[config.mk]
export PLATFORM = sky130hd
export DESIGN_NAME = stream_parity_unit
export DESIGN_NICKNAME = d
export VERILOG_FILES = /design/src/rtl/stream_parity_unit.sv
export SDC_FILE = /design/constraint.sdc
export NUM_CORES = 1
export LEC_CHECK = 0
export CORE_MARGIN = 1
export CORE_UTILIZATION = 40
export CTS_CLUSTER_DIAMETER = 150
export DETAILED_ROUTE_END_ITERATION = 8
export PLACE_DENSITY_LB_ADDON = 0.05
export SLEW_MARGIN = 20
export SYNTH_ARGS = -nofsm -noshare
export SYNTH_HDL_FRONTEND = slang
export SYNTH_SLANG_ARGS = --single-unit
[constraint.sdc]
create_clock -name clk -period 2.15 [get_ports clk]
set_input_delay 0.645 -clock clk [delete_from_list [all_inputs] [get_ports clk]]
set_output_delay 0.645 -clock clk [all_outputs]
set_load 0.02 [all_outputs]
[src/rtl/stream_parity_unit.sv]
// Streaming frame parity generator/checker with a valid/ready result port.
// Optional error counter enabled by defining PARITY_ERR_CNT_EN.
module stream_parity_unit #(
    parameter int WIDTH     = 8,
    parameter int FRAME_LEN = 4,
    parameter bit ODD       = 1'b0,
    localparam int CW       = $clog2(FRAME_LEN + 1)
) (
    input  logic             clk,
    input  logic             rst_n,
    input  logic             mode_check,
    input  logic             in_valid,
    output logic             in_ready,
    input  logic [WIDTH-1:0] in_data,
    input  logic             in_last,
    input  logic             par_in,
    output logic             out_valid,
    input  logic             out_ready,
    output logic             out_parity,
    output logic [CW-1:0]    out_words,
`ifdef PARITY_ERR_CNT_EN
    input  logic             err_clr,
    output logic [7:0]       err_cnt,
`endif
    output logic             out_err
);

    typedef enum logic {
        ACCUM = 1'b0,
        HOLD  = 1'b1
    } state_t;

    localparam logic [CW-1:0] LAST_CNT = CW'(FRAME_LEN - 1);

    state_t          state_q, state_d;
    logic            acc_q, acc_d;
    logic [CW-1:0]   cnt_q, cnt_d;
    logic            mode_q, mode_d;
    logic            par_q, par_d;
    logic [CW-1:0]   words_q, words_d;
    logic            err_q, err_d;

    logic            word_xfer;
    logic            res_xfer;
    logic            is_last;
    logic            word_par;
    logic            mode_eff;
    logic            frame_par;

    assign in_ready   = (state_q == ACCUM);
    assign out_valid  = (state_q == HOLD);
    assign out_parity = par_q;
    assign out_words  = words_q;
    assign out_err    = err_q;

    assign word_xfer = in_valid & in_ready;
    assign res_xfer  = out_valid & out_ready;
    assign word_par  = ^in_data;
    assign is_last   = in_last | (cnt_q == LAST_CNT);

    // the first word of a frame uses the live mode input, later words the latched one
    assign mode_eff  = (cnt_q == '0) ? mode_check : mode_q;
    assign frame_par = acc_q ^ word_par ^ ODD;

    always_comb begin
        state_d = state_q;
        acc_d   = acc_q;
        cnt_d   = cnt_q;
        mode_d  = mode_q;
        par_d   = par_q;
        words_d = words_q;
        err_d   = err_q;
        unique case (state_q)
            ACCUM: begin
                if (word_xfer) begin
                    mode_d = mode_eff;
                    if (is_last) begin
                        par_d   = frame_par;
                        words_d = cnt_q + 1'b1;
                        err_d   = mode_eff & (frame_par != par_in);
                        acc_d   = acc_q ^ word_par;
                        state_d = HOLD;
                    end else begin
                        acc_d = acc_q ^ word_par;
                        cnt_d = cnt_q + 1'b1;
                    end
                end
            end
            HOLD: begin
                if (res_xfer) begin
                    acc_d   = 1'b0;
                    cnt_d   = '0;
                    state_d = ACCUM;
                end
            end
            default: state_d = ACCUM;
        endcase
    end

    always_ff @(posedge clk or negedge rst_n) begin
        if (!rst_n) begin
            state_q <= ACCUM;
            acc_q   <= 1'b0;
            cnt_q   <= '0;
            mode_q  <= 1'b0;
            par_q   <= 1'b0;
            words_q <= '0;
            err_q   <= 1'b0;
        end else begin
            state_q <= state_d;
            acc_q   <= acc_d;
            cnt_q   <= cnt_d;
            mode_q  <= mode_d;
            par_q   <= par_d;
            words_q <= words_d;
            err_q   <= err_d;
        end
    end

`ifdef PARITY_ERR_CNT_EN
    // clear has priority over a coincident increment
    always_ff @(posedge clk or negedge rst_n) begin
        if (!rst_n) begin
            err_cnt <= 8'd0;
        end else if (err_clr) begin
            err_cnt <= 8'd0;
        end else if (res_xfer && err_q && (err_cnt != 8'hFF)) begin
            err_cnt <= err_cnt + 8'd1;
        end
    end
`endif

endmodule

==> results.json <==
{
  "slew_violations": 0,
  "synthAdderAreaFrac_pct": 6.32,
  "drc": 0,
  "critPathTopFamily": "buffers and inverters",
  "ctsResizeCount": 0,
  "grt_max_degree": 12,
  "cts_tree": "yes",
  "synthDistinctLibCells": 19,
  "finalPower_uw": 970,
  "post-place-ws_ns": -0.0383,
  "h-tree-depth": 1,
  "hpwl_um": 894,
  "p_per_area_nw_per_um2": 1130,
  "fin_crit_ns": 2.04,
  "slew_headroom_pct": 50.2,
  "slowest_stage": "clkdlybuf4s50_1",
  "ant_nets": 0,
  "crit_fanout": 5,
  "viasPerCell": 4.96,
  "cts_root_buf": "clkbuf_4",
  "ioPinCount": 22,
  "clk_path_buf_depth": 2,
  "hold_class": "register to register",
  "cts_sinks": 11,
  "wl_per_cell_um": 11.7,
  "start_util_pct": 44.6,
  "n_antenna_cell": 0,
  "ctsHoldBuffers": 0,
  "multiInputGateArea_um2": 295,
  "synth.area.mux_share_pct": 0,
  "die-area_um2": 1640,
  "path_clk_slew_ns": 0.07,
  "regArea_um2": 275,
  "tightest_slew_ns": 0.745,
  "final_hold_viol_count": 0,
  "io_buffers": 21,
  "yosysSeqAreaShare_pct": 46.3,
  "layout-drive-gt1-share_pct": 10.8,
  "fill_cells": 118,
  "synth_xor_area_share_pct": 18.1,
  "rows": 13,
  "synth-compound-area-share_pct": 14.9,
  "cts_buffers": 3,
  "syn_inst": 57,
  "final_common_cell": "clkdlybuf4s50_1",
  "drt_first_iter_violations": 3,
  "synth-simple-area-share_pct": 10.3,
  "cp-end-kind": "output port",
  "antenna_found_initial": 0,
  "firstDrtPassIters": 2,
  "place_congestion": 0.656,
  "cts_setup_buffers": 0,
  "outcome": "complete, no violations",
  "max_freq_mhz": 489,
  "worst-path-buf-inv": 2,
  "cp.required_ns": 1.50,
  "worstPathCellList": "inv_1 > clkdlybuf4s50_1",
  "core_area_um2": 1330,
  "syn2layout_area_growth_pct": 44.6,
  "path_class": "register to output port",
  "synth_area_um2": 594,
  "gr-total-overflow": 0,
  "synth_nets": 75,
  "fin_crit_sh_pct": 95.1,
  "synth_top_area_share_pct": 46.3,
  "die_height_um": 40.5,
  "peakVddDrop_v": 0.000657,
  "clock_skew_ns": 0.000174,
  "critPathLaunchType": "register",
  "final_nets": 102,
  "cp.arrival_ns": 1.40,
  "drv_cap": 0,
  "totalWireLength_um": 1150,
  "synth_top_family_by_area": "XOR/XNOR gates",
  "rsz0062_at_grt": "no",
  "grt_pass1_vias": 447,
  "die_w_um": 40.5,
  "worstSkewPairLatency_ns": 0.27,
  "vias": 486,
  "synth_top_area_cell": "dfrtp_1",
  "slowest_delay_ns": 0.61,
  "ys.warnings.count": 0,
  "avgSynthCellArea_um2": 10.4,
  "final-setup-viol-count": 0,
  "power.leakage_uw": 0.000385,
  "fin_ws_ns": 0.106,
  "final_cell_mix": "clkdlybuf4s50_1 (21), dfrtp_1 (11), o21ai_0 (9), nand2_1 (7), inv_1 (5)",
  "synth.area.top_cells": "dfrtp_1 (46%), xnor3_2 (8.0%), o21ai_0 (7.6%)",
  "synth-seq-cells": 11,
  "grt_use_total_pct": 17.4,
  "grt_pass1_wl_um": 1860
}
## flip-flops by register name, indices dropped and copies added, names as in the netlist
register,flops
acc_q,1
out_words,3
mode_q,1
out_err,1
cnt_q,3
out_valid,1
out_parity,1
## worst min-delay path: cells and delay by family, from the launching register on
kind / cells / cell delay, ns
AND/OR/NAND/NOR: 1 / 0.04
flip-flops: 1 / 0.34
AO/OA/AOI/OAI: 1 / 0.06
## power by group
part	internal, uW	total [uW]	switching [uW]
combinational	246	478	232
sequential	294	349	54.7
clock	71.8	143	71.7
## worst paths after layout
path	start	end	slack [ns]	depth (start not counted)
worst min-delay path	out_words[1]$_DFFE_PN0P_	out_words[1]$_DFFE_PN0P_	0.48	2
worst min register to register	out_words[1]$_DFFE_PN0P_	out_words[1]$_DFFE_PN0P_	0.48	2
worst max register to register	cnt_q[0]$_DFFE_PN0P_	out_valid$_DFF_PN0_	0.38	4
max in group asynchronous	rst_n	out_words[1]$_DFFE_PN0P_	1.10	1
worst max-delay path	out_valid$_DFF_PN0_	in_ready	0.11	2
min in group asynchronous	rst_n	out_words[0]$_DFFE_PN0P_	0.71	1
## through the flow
stage	setup TNS, ns	instances	area [um2]	util (%)	hold WS [ns]
after floorplan	0	57	594	-	0.349
after global placement	-0.0300	94	833	62.5	0.459
after detailed placement	-0.0737	94	833	62.5	0.471
after CTS	0	98	860	64.4	0.488
after global routing	0	98	860	64.4	0.538
final	0	98	860	64.4	0.479
## logic make-up (layout without fill, tap and decap cells)
kind of cell | count (synthesis) | after routing
adder cells (fa/ha/maj) | 3 | 3
flip-flops | 11 | 11
buffers and inverters | 6 | 32
AND/OR/NAND/NOR | 14 | 14
XOR/XNOR | 8 | 8
AO/OA/AOI/OAI | 15 | 15
## final cells by class
| class | instances | share of cell area, % |
|---|---|---|
| Multi-Input combinational cell | 40 | 34.4 |
| Timing Repair Buffer | 23 | 26.2 |
| Tap cell | 15 | 2.18 |
| Inverter | 5 | 2.18 |
| Sequential cell | 11 | 32.0 |
| Clock buffer | 4 | 3.06 |
## per-layer routing
layer	global-route usage (%)	part of all wire [%]	wire length [um]	vias up
met4	2.50	0	0	0
met5	0	0	0	-
met2	29.8	46	532	18
li1	-	-	-	243
met1	20.7	45	520	225
met3	7.22	8.1	93	0
## cells in the mapped netlist (all sizes together)
library cell   n
o21ai         11
nand2          7
nand2b         1
o31ai          1
dfrtp         11
xor2           2
xnor2          4
buf            1
xnor3          2
nor2           2
a21boi         1
inv            5
or3            1
a31oi          1
o21bai         1
ha             3
nand3          3
Power figures use the tool's default switching activity.
